<file path="src/rtl/n1_prog_loader.sv">
// n1_prog_loader : upstream loader for the n1 core's program RAM.
//
// Takes a byte stream over a valid/ready handshake. The first byte is the
// word count. The words follow as little-endian byte pairs. Each assembled
// word is written into program RAM, starting at address 0. The core is held
// off (cpu_hold) while a load is in flight. Completion and error are
// reported on done/err.
//
// Optional feature macro: N1_LOADER_CHECKSUM_EN
//   When defined, one extra byte follows the last word. This byte must equal
//   the XOR of the length byte and all data bytes, otherwise err is set.
//   When undefined, err is only raised by an illegal length byte.
//
// Ports:
//   clk         system clock, rising edge
//   rst         asynchronous active-high reset
//   load_en     level: high requests/continues a load, low aborts or
//               acknowledges done
//   byte_in     stream data
//   byte_valid  byte_in is valid
//   byte_ready  loader can accept a byte (transfer = valid & ready)
//   wr_en       one-cycle program RAM write strobe
//   wr_addr     program RAM write address
//   wr_data     program RAM write data
//   cpu_hold    high while a load is in progress
//   done        load finished (success or error)
//   err         load finished with error, valid while done=1

module n1_prog_loader #(
   parameter int DEPTH  = 32,
   parameter int ADDR_W = 5,
   parameter int WORD_W = 16
) (
   input  logic              clk,
   input  logic              rst,
   input  logic              load_en,
   input  logic [7:0]        byte_in,
   input  logic              byte_valid,
   output logic              byte_ready,
   output logic              wr_en,
   output logic [ADDR_W-1:0] wr_addr,
   output logic [WORD_W-1:0] wr_data,
   output logic              cpu_hold,
   output logic              done,
   output logic              err
);

   typedef enum logic [2:0] {
      IDLE,
      LEN,
      LO,
      HI,
      WRITE,
`ifdef N1_LOADER_CHECKSUM_EN
      CHK,
`endif
      DONE
   } state_t;

   localparam logic [7:0] MAX_LEN = 8'(DEPTH);

   state_t            state;
   state_t            state_next;
   logic              err_next;
   logic [7:0]        len;
   logic [ADDR_W-1:0] idx;
   logic [7:0]        lo_byte;
   logic              take;
   logic              last_word;
`ifdef N1_LOADER_CHECKSUM_EN
   logic [7:0]        csum;
`endif

   // A byte is consumed only while the load is still requested.
   assign take      = byte_valid & byte_ready & load_en;
   assign last_word = (8'(idx) + 8'd1) == len;

   // State register.
   always_ff @(posedge clk or posedge rst) begin
      if (rst) begin
         state <= IDLE;
      end else begin
         state <= state_next;
      end
   end

   // Next-state and Moore outputs.
   // An abort (load_en low) always wins over a pending handshake.
   // A WRITE cycle still strobes wr_en when it is aborted.
   always_comb begin
      state_next = state;
      err_next   = err;
      byte_ready = 1'b0;
      wr_en      = 1'b0;
      cpu_hold   = 1'b0;
      done       = 1'b0;
      case (state)
         IDLE: begin
            if (load_en) state_next = LEN;
         end
         LEN: begin
            byte_ready = 1'b1;
            cpu_hold   = 1'b1;
            if (!load_en) begin
               state_next = IDLE;
            end else if (byte_valid) begin
               if (byte_in == 8'd0 || byte_in > MAX_LEN) begin
                  state_next = DONE;
                  err_next   = 1'b1;
               end else begin
                  state_next = LO;
               end
            end
         end
         LO: begin
            byte_ready = 1'b1;
            cpu_hold   = 1'b1;
            if (!load_en)        state_next = IDLE;
            else if (byte_valid) state_next = HI;
         end
         HI: begin
            byte_ready = 1'b1;
            cpu_hold   = 1'b1;
            if (!load_en)        state_next = IDLE;
            else if (byte_valid) state_next = WRITE;
         end
         WRITE: begin
            wr_en    = 1'b1;
            cpu_hold = 1'b1;
            if (!load_en) begin
               state_next = IDLE;
            end else if (last_word) begin
`ifdef N1_LOADER_CHECKSUM_EN
               state_next = CHK;
`else
               state_next = DONE;
               err_next   = 1'b0;
`endif
            end else begin
               state_next = LO;
            end
         end
`ifdef N1_LOADER_CHECKSUM_EN
         CHK: begin
            byte_ready = 1'b1;
            cpu_hold   = 1'b1;
            if (!load_en) begin
               state_next = IDLE;
            end else if (byte_valid) begin
               state_next = DONE;
               err_next   = (byte_in != csum);
            end
         end
`endif
         DONE: begin
            done = 1'b1;
            if (!load_en) state_next = IDLE;
         end
         default: begin
            state_next = IDLE;
         end
      endcase
      // done/err are both clear whenever the loader sits in IDLE.
      if (state_next == IDLE) err_next = 1'b0;
   end

   // Datapath: length capture, word assembly, address counter and error flag.
   // The index is left unused after the final write, so it may wrap at DEPTH.
   always_ff @(posedge clk or posedge rst) begin
      if (rst) begin
         err     <= 1'b0;
         len     <= '0;
         idx     <= '0;
         lo_byte <= '0;
         wr_addr <= '0;
         wr_data <= '0;
`ifdef N1_LOADER_CHECKSUM_EN
         csum    <= '0;
`endif
      end else begin
         err <= err_next;
         case (state)
            LEN: if (take) begin
               len <= byte_in;
               idx <= '0;
`ifdef N1_LOADER_CHECKSUM_EN
               csum <= byte_in;
`endif
            end
            LO: if (take) begin
               lo_byte <= byte_in;
`ifdef N1_LOADER_CHECKSUM_EN
               csum <= csum ^ byte_in;
`endif
            end
            HI: if (take) begin
               wr_data <= {byte_in, lo_byte};
               wr_addr <= idx;
`ifdef N1_LOADER_CHECKSUM_EN
               csum <= csum ^ byte_in;
`endif
            end
            WRITE: idx <= idx + 1'b1;
            default: ;
         endcase
      end
   end

endmodule

</file>
<file path="config.mk">
export PLATFORM = sky130hd
export DESIGN_NAME = n1_prog_loader
export DESIGN_NICKNAME = d
export VERILOG_FILES = /design/src/rtl/n1_prog_loader.sv
export SDC_FILE = /design/constraint.sdc
export NUM_CORES = 1
export LEC_CHECK = 0
export CAP_MARGIN = 20
export CELL_PAD_IN_SITES_DETAIL_PLACEMENT = 0
export CELL_PAD_IN_SITES_GLOBAL_PLACEMENT = 1
export CORE_MARGIN = 1
export CORE_UTILIZATION = 28
export CTS_BUF_LIST = sky130_fd_sc_hd__clkbuf_4 sky130_fd_sc_hd__clkbuf_8
export DETAILED_ROUTE_END_ITERATION = 12
export DONT_BUFFER_PORTS = 1
export PLACE_DENSITY_LB_ADDON = 0.1
export SETUP_SLACK_MARGIN = 0.4
export SYNTH_ARGS = -nofsm -noshare
export SYNTH_HDL_FRONTEND = slang
export SYNTH_SLANG_ARGS = --single-unit
</file>
<file path="constraint.sdc">
create_clock -name clk -period 2.1 [get_ports clk]
set_clock_uncertainty 0.1 [all_clocks]
set_input_delay 0.42 -clock clk [delete_from_list [all_inputs] [get_ports clk]]
set_output_delay 0.42 -clock clk [all_outputs]
set_load 0.05 [all_outputs]
</file>
# Yosys cells after proc, flatten, opt, wreduce, memory -nomap -nowiden
# Cells that the tools add are included.
# W data, S select, Z words.
# classes
add_sub_neg,2
n_mul,0
n_div,0
order_cmp,1
eq_ne,12
shift,0
n_mux,25
bitwise,2
n_reduce_logical,13
# op_table
cell,count
$mux W3,11
$pmux W3 S6,1
$ne A3 B3 Y1 const B,5
$mux W1,10
$pmux W5 S2,1
$eq A6 B8 Y1,1
$gt A8 B6 Y1 const B,1
$logic_not A8 Y1,1
$reduce_and A2 Y1,4
$add A5 B1 Y6 const B,1
$eq A3 B2 Y1 const B,2
$eq A3 B3 Y1 const B,2
$logic_not A3 Y1,2
$reduce_and A6 Y1,1
$add A5 B1 Y5 const B,1
$mux W5,1
$reduce_or A4 Y1,1
$eq A3 B1 Y1 const B,1
$reduce_bool A3 Y1,1
$reduce_or A3 Y1,1
$and A1 B1 Y1,2
$ne A2 B2 Y1 const B,1
$pmux W1 S2,1
$reduce_bool A2 Y1,1
$logic_or A1 B1 Y1,1
# word_totals
ff_bits,46
latch_bits,0
ramBits,0
romBits,0
in_bits,12
out_inout_bits,26
word_cells,62
memories,0

# Depth between registers and ports, before layout
# Gate-level depths: netlist of the first run.
# depth
depth_word,9
mapped_depth,7
ltp_nobuf,6

# Least setup slack after synthesis of the first run
# No wires, ideal clock.
# synth_timing
kind,reg-to-reg
from,register idx[0]
to,register state[1]
setup_time_ns,0.124
arrival_time_ns,1.706
t_required_ns,1.876
setup_slack_ns,0.170
stages_incl_launch_ff,6
n_path_buf,0
period_less_slack_ns,1.930
path_cell_list,dfrtp_1 -> ha_1 -> xor2_1 -> a2111oi_0 -> nand4b_1 -> a211o_1
# synth_between
elab_chain_len,5
# synth_lines
item,line_no,source
"start, declared",66,logic [ADDR_W-1:0] idx;
"start signal, assigned",203,WRITE: idx <= idx + 1'b1;
$add A5 B1 Y6,76,assign last_word = (8'(idx) + 8'd1) == len;
$eq A6 B8 Y1,76,
$mux W3,132,end else if (last_word) begin
$mux W3,130,if (!load_en) begin
$pmux W3 S6,97,case (state)
named net state_next[1],63,state_t state_next;
"end signal, assigned",83,state <= state_next;
"end, declared",62,state_t state;
# The timed path passes the listed nets, and every way through them passes these cells.
# A chain may end at the register's enable or synchronous reset.

# Final worst setup path of the first run
# layout_timing
from,register state[1]
to,output port cpu_hold
# layout_between
elab_chain_len,3
word_cells_on_any_way,6
cone_classes,eq/ne: 4; mux: 1; reduce/logical: 1
# layout_lines
item,line_no,source
"$eq A3 B3 Y1, or another cell as far along",97,
$reduce_or A4 Y1 (no line) *,n/a,
$mux W1 *,97,
"end, declared",43,"output logic cpu_hold,"
# Every way passes the cells marked *; elsewhere a longest branch is shown, timed or not.

==> run summary, run 1 <==
- **fraction of synthesized cell area taken by the top area cell type** 52.9%
- **hold crit path type** input port to register
- **maximum number of pins on one net before global-route repair** 26
- **synth cell count leaders** 46 x sky130_fd_sc_hd__dfrtp_1, 36 x sky130_fd_sc_hd__mux2_2, 12 x sky130_fd_sc_hd__nand2_1, 7 x sky130_fd_sc_hd__inv_1, 7 x sky130_fd_sc_hd__o21ai_0
- **critical path arrival** 1.31 ns
- **setup repair after global routing missed its margin** true
- **most used flip-flop cell after synthesis** sky130_fd_sc_hd__dfrtp_1
- **number of enable-type register cells in the synthesized netlist** 0
- **syn avg cell area** 12.5 um2
- **Inserted Clock Buffers** 5
- **Synth Instances** 174
- **H-tree depth** 2
- **Synthesis Warnings** 0
- **Core Box Area** 7370 um2
- **global router's overall resource usage** 13.9%
- **routed via count** 1479
- **post-detailed-route DRC marker count** 0
- **Final setup violation count** 0
- **relative max-transition margin** 59.3%
- **synth top area cells** sky130_fd_sc_hd__dfrtp_1 53%, sky130_fd_sc_hd__mux2_2 19%, sky130_fd_sc_hd__nand2_1 2.1%
- **die area** 8130 um2
- **vias in the first global route** 1633
- **most numerous cell in the Yosys netlist** sky130_fd_sc_hd__dfrtp_1
- **first-pass GRT wire length** 8.74 mm
- **Routed Wire Length** 5.32 mm
- **source-to-sink clock delay at the later pin of the worst-skew pair** 0.30 ns
- **number of rows in the core area** 31
- **number of antenna violations at the first check in global routing** 0
- **Critical Setup Path Class** register to output pin
- **cell taking the most area after synthesis** sky130_fd_sc_hd__dfrtp_1
- **overflow left after global routing** 0
- **layout filler cell count** 730
- **actual slew at the worst max-slew pin** 0.605 ns
- **detailed placement HPWL** 3.36 mm
- **number of hold violations in the final report** 0
- **Detailed Route Iter0 Violations** 52
- **width of the die** 90.2 um
- **gpl congestion** 0.827
- **number of max-cap violations** 0
- **largest fanout on the critical path** 4
- **share of final-layout standard cells stronger than drive strength 1** 49.8%
- **die height** 90.2 um
- **Antenna Nets Post-Route** 0
- **I/O pin total** 38
- **final clock period utilization by the worst path** 87.3%
- **number of vias per cell after detailed routing** 4.90
- **Bufs on Longest Clock Path** 2
- **fraction of the yosys area taken by sequential cells** 52.9%
- **outcome** complete, no violations
- **maximum vdd ir drop** 630 uV
- **Leakage** 1.27 nW
- **final design utilization** 38.5%
- **# nets final** 215
- **max frequency** 545 MHz
- **areal power density over the cells** 1350 nW/um2
- **kind of end point of the critical path** output pin
- **final sum of negative setup slack** 0 ns
- **r2r worst-path depth** 6
- **CTS tree** done
- **initial standard-cell utilization of the core** 29.5%
- **synthesis-stage register bit count** 46
- **area overhead of the layout relative to synthesis** 30.5%
- **clock slew at reported path FFs** 0.09 ns
- **Async SR Flop Fraction** 100%
- **synthesized netlist net count** 187
- **Critical Path RT** 1.58 ns
- **element type at the critical path start** register
- **count of input and output buffers** 0
- **Max Slew Vio Count** 0
- **number of clock sinks** 46
- **antenna cells** 0
- **Syn Std Cell Area** 2180 um2
- **CTS Root Buffer Type** sky130_fd_sc_hd__clkbuf_8
- **number of distinct library cell variants in the gate-level netlist after synthesis** 45
- **minimum clock period after layout** 1.83 ns
- **number of iterations in the first detailed-routing pass** 4
- **hold-critical path depth** 2
- **wire length per cell** 17.6 um
-- placed cells by master (no fill, tap or decap), types with 3 or more instances in the layout --
cell type                   n
sky130_fd_sc_hd__buf_4     18
sky130_fd_sc_hd__mux2_4    29
sky130_fd_sc_hd__dfrtp_2    5
sky130_fd_sc_hd__clkbuf_8   5
sky130_fd_sc_hd__o22ai_1    3
sky130_fd_sc_hd__o21ai_0    3
sky130_fd_sc_hd__inv_1      4
sky130_fd_sc_hd__xnor2_1    4
sky130_fd_sc_hd__a21oi_1    5
sky130_fd_sc_hd__nand2_1   10
sky130_fd_sc_hd__mux2_2     7
sky130_fd_sc_hd__buf_6      6
sky130_fd_sc_hd__xor2_1     3
sky130_fd_sc_hd__dfrtp_1   41
sky130_fd_sc_hd__nor2_1     3
sky130_fd_sc_hd__buf_8      3
-- per-layer routing --
layer  track usage [%]  vias up  routed length [um]
li1                  -      671                   -
met1              17.3      761                2370
met2              22.1       37                2590
met3              4.40       10                 257
met4              5.91        0                 105
met5                 0        -                   0
-- repair_timing --
| action | 4_1_cts | 5_1_grt |
|---|---|---|
| hold buffers | 1 | 0 |
| pin swaps | 9 | 3 |
| endpoints found under the setup margin | 39 | 39 |
| resized for setup | 55 | 11 |
| hold endpoints to repair | 21 | 0 |
| setup buffers | 12 | 4 |
| cloned | 1 | 0 |
-- per-stage QoR --
step                      total power [mW]  cell area (um2)  instances  setup WS (ns)  hold WS, ns
after floorplan                       2.57             2210        174          0.303        0.375
after global placement                2.77             2370        276          0.146        0.269
after detailed placement              2.78             2370        276          0.143        0.272
after CTS                             3.78             2780        298          0.247        0.122
after global routing                  4.01             2840        302          0.178        0.135
final                                 3.83             2840        302          0.267        0.131
-- final timing paths --
kind                                  from    endpoint  slack (ns)
min in group asynchronous              rst      idx[0]        0.50
worst max-delay path              state[1]    cpu_hold        0.27
max in group asynchronous              rst  wr_addr[4]        0.89
worst min register to register  lo_byte[5]  lo_byte[5]        0.43
worst max register to register      idx[1]    state[1]        0.29
worst min-delay path            byte_in[4]      len[4]        0.13
-- power breakdown --
part           leakage (nW)  internal [mW]  switching [mW]
clock                0.0563          0.363           0.338
sequential            0.596           1.21           0.816
combinational         0.614          0.671           0.430
total                  1.27           2.24            1.58
-- sequential cells by signal (all words and copies together), names as in the netlist --
signal / flops
wr_data: 16
len: 8
lo_byte: 8
idx: 5
wr_addr: 5
state: 3
err: 1
-- kinds of logic after synthesis --
logic type,synth area share (%)
DFF,52.9
xor gates and xnor gates,3.22
AOI/OAI and AO/OA,9.37
buffers and inverters,3.91
and+or+nand+nor,10.5
adders and majority gates,0.575
muxes,19.5
-- area by class of cell --
type	instances	area [um2]	share of cell area, %
multi-input cells	113	1130	39.9
clock inverters	3	48.8	1.72
repair buffers	29	278	9.78
inverters	7	30.0	1.06
flip-flops and latches	46	1160	40.7
well taps	99	124	4.36
clock buffers	5	68.8	2.42
-- critical path, cell delays in order, from the launching register on --
cell,delay (ns)
sky130_fd_sc_hd__dfrtp_1,0.46
sky130_fd_sc_hd__nor2_4,0.15
sky130_fd_sc_hd__buf_6,0.12
sky130_fd_sc_hd__xnor2_2,0.10
sky130_fd_sc_hd__buf_6,0.18
No activity file was read; power rests on OpenSTA's default activity.
==> run 2, diff against run 1 <==
--- a/config.mk
+++ b/config.mk
@@ -8,8 +8,8 @@
 export CAP_MARGIN = 20
 export CELL_PAD_IN_SITES_DETAIL_PLACEMENT = 0
 export CELL_PAD_IN_SITES_GLOBAL_PLACEMENT = 1
-export CORE_MARGIN = 1
-export CORE_UTILIZATION = 28
+export CORE_MARGIN = 2
+export CORE_UTILIZATION = 47
 export CTS_BUF_LIST = sky130_fd_sc_hd__clkbuf_4 sky130_fd_sc_hd__clkbuf_8
 export DETAILED_ROUTE_END_ITERATION = 12
 export DONT_BUFFER_PORTS = 1
==> run 2 against run 1 <==
- non-clock buffer count rose by 4
- critical path depth rose by 2
- setup slack improved by 0.018 ns
- power fell by 3.5%
- via count rose by 0.34%
- sequential power barely moved
- sequential share of layout area fell by 0.13 points
- global-route usage rose by 5.7 points
- fmax rose by 0.98%
- combinational power fell by 4%
- die area fell by 36%
- hold slack improved by 0.0071 ns
- highest routed layer unchanged
==> run summary, run 2 (synthesis results as in run 1) <==
- **width of the die** 72.1 um, was 90.2 um
- **vias in the first global route** 1550, was 1633
- **kind of end point of the critical path** register, was output pin
- **first-pass GRT wire length** 7.80 mm, was 8.74 mm
- **number of hold violations in the final report** 0, unchanged
- **Int Power** 2.17 mW, was 2.24 mW
- **gpl congestion** 0.875, was 0.827
- **H-tree depth** 2, unchanged
- **critical path arrival** 1.90 ns, was 1.31 ns
- **Core Box Area** 4410 um2, was 7370 um2
- **CTS Root Buffer Type** sky130_fd_sc_hd__clkbuf_8, unchanged
- **number of antenna violations at the first check in global routing** 0, unchanged
- **die area** 5190 um2, was 8130 um2
- **maximum vdd ir drop** 989 uV, was 630 uV
- **wire length per cell** 18.8 um, was 17.6 um
- **share of final-layout standard cells stronger than drive strength 1** 49.8%, about the same
- **Switch Pwr** 1.52 mW, was 1.58 mW
- **Clk network pwr share** 16.3%, was 18.3%
- **Biggest register** wr_data, unchanged
- **max frequency** 551 MHz, was 545 MHz
- **number of rows in the core area** 24, was 31
- **Largest stage delay, worst path** 0.45 ns, was 0.46 ns
- **post-detailed-route DRC marker count** 0, unchanged
- **maximum number of pins on one net before global-route repair** 20, was 26
- **footprint of the flip-flops and latches** 1160 um2, unchanged
- **count of input and output buffers** 0, unchanged
- **CTS tree** done, unchanged
- **Bufs on Longest Clock Path** 2, unchanged
- **areal power density over the cells** 1300 nW/um2, was 1350 nW/um2
- **logic gate share of total power** 28.9%, was 28.8%
- **routed via count** 1484, was 1479
- **area overhead of the layout relative to synthesis** 30.9%, was 30.5%
- **minimum clock period after layout** 1.82 ns, was 1.83 ns
- **element type at the critical path start** register, unchanged
- **Final setup violation count** 0, unchanged
- **detailed placement HPWL** 3.11 mm, was 3.36 mm
- **sw frac** 41.2%, was 41.4%
- **Detailed Route Iter0 Violations** 98, was 52
- **Critical Setup Path Class** register to register, was register to output pin
- **relative max-transition margin** 59.4%, was 59.3%
- **share of power burned in registers** 54.9%, was 52.9%
- **Leakage** 1.30 nW, was 1.27 nW
- **global router's overall resource usage** 19.5%, was 13.9%
- **largest fanout on the critical path** 5, was 4
- **layout filler cell count** 345, was 730
- **antenna cells** 0, unchanged
- **number of vias per cell after detailed routing** 5.73, was 4.90
- **# nets final** 219, was 215
- **Inserted Clock Buffers** 5, unchanged
- **Max Slew Vio Count** 0, unchanged
- **most common cell after layout, fill and taps aside** sky130_fd_sc_hd__dfrtp_1, unchanged
- **max FFs per register** 16, unchanged
- **minimum hold slack** 0.138 ns, was 0.131 ns
- **multi-input combinational cell area** 1150 um2, was 1130 um2
- **Routed Wire Length** 4.88 mm, was 5.32 mm
- **largest registers ranked by flip-flop count** wr_data (16), len (8), lo_byte (8), unchanged
- **clock slew at reported path FFs** 0.09 ns, about the same
- **actual slew at the worst max-slew pin** 0.608 ns, was 0.605 ns
- **I/O pin total** 38, unchanged
- **final design utilization** 64.5%, was 38.5%
- **die height** 72.1 um, was 90.2 um
- **number of clock sinks** 46, unchanged
- **number of max-cap violations** 0, unchanged
- **Critical-path top delay cell** sky130_fd_sc_hd__dfrtp_2, was sky130_fd_sc_hd__dfrtp_1
- **source-to-sink clock delay at the later pin of the worst-skew pair** 0.30 ns, about the same
- **Antenna Nets Post-Route** 0, unchanged
- **outcome** complete, no violations, unchanged
- **final sum of negative setup slack** 0 ns, unchanged
- **overflow left after global routing** 0, unchanged
- **Critical Path RT** 2.18 ns, was 1.58 ns
- **Cell Chain, Critical Path** nand2b_4, or2_4, nor2_4, buf_12, buf_8, mux2_4, was nor2_4, buf_6, xnor2_2, buf_6
- **final clock period utilization by the worst path** 86.4%, was 87.3%
- **setup repair after global routing missed its margin** true, unchanged
- **number of iterations in the first detailed-routing pass** 4, unchanged
- **initial standard-cell utilization of the core** 49.3%, was 29.5%
- **hold crit path type** input port to register, unchanged
- **highest-count cells in the layout ignoring fill and taps** 41 x sky130_fd_sc_hd__dfrtp_1, 29 x sky130_fd_sc_hd__mux2_4, 20 x sky130_fd_sc_hd__buf_4, was 41 x sky130_fd_sc_hd__dfrtp_1, 29 x sky130_fd_sc_hd__mux2_4, 18 x sky130_fd_sc_hd__buf_4
run 2: metal layers:
metal	global-route usage [%]	vias up	routed length, um
met5	0	-	0
met2	31.5	37	2450
met4	6.92	0	74
met1	26.3	763	2140
li1	-	675	-
met3	4.03	9	215
run 2: cell type report:
cell class / count / share of cell area [%]
Sequential cell: 46 / 40.6
Multi-Input combinational cell: 113 / 40.2
Timing Repair Buffer: 33 / 12.1
Clock buffer: 7 / 3.38
Tap cell: 52 / 2.28
Inverter: 7 / 1.05
Clock inverter: 1 / 0.307
run 2: final timing paths:
check / startpoint / end / slack (ns) / cells after the start
setup / recovery: state[2] / wr_data[4] / 0.28 / 6
hold / removal: byte_in[4] / len[4] / 0.14 / 2
max in group asynchronous: rst / state[2] / 0.88 / 3
setup reg to reg: state[2] / wr_data[4] / 0.28 / 6
min in group asynchronous: rst / lo_byte[2] / 0.45 / 2
hold reg to reg: lo_byte[7] / wr_data[7] / 0.42 / 1
run 2: per-stage QoR:
step | setup WS, ns | cell area (um2) | std cells | total power [mW]
2_1_floorplan | 0.303 | 2210 | 174 | 2.57
3_3_place_gp | 0.227 | 2310 | 230 | 2.74
3_5_place_dp | 0.0940 | 2310 | 230 | 2.77
4_1_cts | 0.281 | 2690 | 252 | 3.56
5_1_grt | 0.168 | 2850 | 259 | 3.87
6_report | 0.285 | 2850 | 259 | 3.69
run 2: critical path, delay by kind of cell (launching register included):
kind | cells | cell delay (ns)
multiplexers | 1 | 0.30
AND/OR/NAND/NOR | 3 | 0.60
buffers and inverters | 2 | 0.26
flip-flops | 1 | 0.45
run 2: repair_timing:
action | 4_1_cts | 5_1_grt
setup endpoints to repair | 39 | 39
hold endpoints to repair | 17 | 0
buffers inserted | 11 | 7
cloned | 2 | 0
pin swaps | 6 | 6
hold buffers | 1 | 0
resized for setup | 43 | 23
run 2: power by group through the flow:
stage          clock (mW)  sequential [mW]  combinational [mW]
2_1_floorplan           0             1.93               0.642
3_3_place_gp            0             2.01               0.724
3_5_place_dp            0             2.02               0.746
4_1_cts             0.609             2.01               0.940
5_1_grt             0.648             2.07                1.16
6_report            0.601             2.02                1.06
==> RTL edit: new RTL, config.mk and constraints of run 1 <==
The 6 states of `state_t` get a one-hot encoding in 6 bits.
--- a/src/rtl/n1_prog_loader.sv
+++ b/src/rtl/n1_prog_loader.sv
@@ -46,14 +46,14 @@
 );
 
-   typedef enum logic [2:0] {
-      IDLE,
-      LEN,
-      LO,
-      HI,
-      WRITE,
+   typedef enum logic [5:0] {
+      IDLE  = 6'b000001,
+      LEN   = 6'b000010,
+      LO    = 6'b000100,
+      HI    = 6'b001000,
+      WRITE = 6'b010000,
 `ifdef N1_LOADER_CHECKSUM_EN
       CHK,
 `endif
-      DONE
+      DONE  = 6'b100000
    } state_t;
 
Formal check against the unedited RTL: no difference found for any inputs over 10 cycles, from zero or initial values and one cycle with rst high; not proved beyond that.
==> RTL edit against run 1 <==
Power shrank 31%. First-iteration DRC count fell by 31%. Via count grew 0.41%. Synthesized area up 3.9%. Routed wire length shrank 5.8%. Design area up 0.97%. Critical path depth is the same. Sequential cell count up 3. Die area increased by 3.8%. Worst hold slack improved by 0.020 ns. Setup slack got worse by 0.24 ns. Critical endpoint unchanged. Largest power group unchanged.
==> RTL edit: results (changes against run 1) <==
synth cell count leaders dfrtp_1, mux2_2, nand3_1; post-synth net total 192 (+2.7%); met1 WL 2130 um (-9.9%); Worst R2R Setup Slack 0.15 ns (-0.14 ns); GPL Wtd Cong 0.774 (-6.4%); inverters 5 (-2); dpl cell area 0.00247 sq mm (+4.2%); number of fill cells 791 (+8.4%); via count 1485 (+0.41%); r2r startpoint state[1]; reg2reg end wr_data[11]; Inst Count DP 284 (+2.9%); register area 0.00123 sq mm (+6.7%); routed length on met3 284 um (+11%); post-synthesis sequential area ratio 54.3% (+1.4 points); switching power 783 uW (-51%); first-pass GRT wire length 8380 um (-4.1%); worst hold start load_en; ranking of synthesized cells by area dfrtp_1, mux2_2, nand3_1; Max rail drop VDD 0.301 mV (-52%); routed wl met2 2560 um (-1.1%); met3 Use GR 4.23% (-0.17 points); CP Max Fanout 8 (+4); status finished, final reports clean; multi-input gates 120 (+6.2%); R2R cell count 7 (+1); Worst Setup SP state[3]; Hold Crit Endpoint state[1]; clkbuf count 6 (+1); pin count of the biggest net entering global routing 27 (+3.8%); fin crit period 2.07 ns (+0.239 ns); Mapped Area 0.00226 sq mm (+3.9%); post-DP HPWL 3480 um (+3.6%); Netlist cell types 43 (-4.4%); met2 GRT Util 21.5% (-0.62 points); Worst Path Arrival 1.55 ns (+0.24 ns); number of synthesized register bits 49 (+6.5%); seq pwr 1.29 mW (-36%); buffer share of cell area 7.16% (-2.6 points); DR iter-0 viols 36 (-31%); met1 Use GR 16.0% (-1.3 points); layout cells sized above 1 52.2% (+2.4 points); vias in the first global route 1611 (-1.3%); Final Util 36.9% (-1.6 points); worst slack, placed 0.144 ns (+0.000855 ns); clock network area share 4.19% (+0.048 points); average vias per placed instance 4.84 (-1.2%); NumNets Final 217 (+0.93%); gr usage total 13.0% (-0.94 points)
-- RTL edit: cell count changes in the layout (fill, tap and decap cells not counted), sizes merged, moves of 3 or more --
cell | before | now
a2111oi | 3 | 0
nand2 | 13 | 7
and3 | 3 | 0
nor2 | 6 | 10
xnor2 | 5 | 2
inv | 7 | 4
buf | 28 | 22
o22ai | 3 | 0
nand3 | 2 | 12
-- RTL edit: worst max-delay path, stage by stage, from the launching register on --
cell and delay [ns]:
dfrtp_2 0.52, nor4b_4 0.31, nand2_2 0.12, clkinvlp_4 0.10, or2_4 0.20
-- RTL edit: timing repair --
action                                 4_1_cts  5_1_grt
buffers inserted                             7        5
hold buffers                                 1        0
endpoints found under the hold margin       23        0
setup endpoints to repair                   50       51
pin swaps                                   10        5
cloned                                       2        0
gates resized for setup                     28       15
-- RTL edit: logic make-up after synthesis --
kind of cell / synth area share, %
buf+inv: 2.38
fa+ha+maj: 0.553
flops: 54.3
mux: 18.9
compound gates: 5.81
simple gates: 14.4
xor+xnor: 3.76
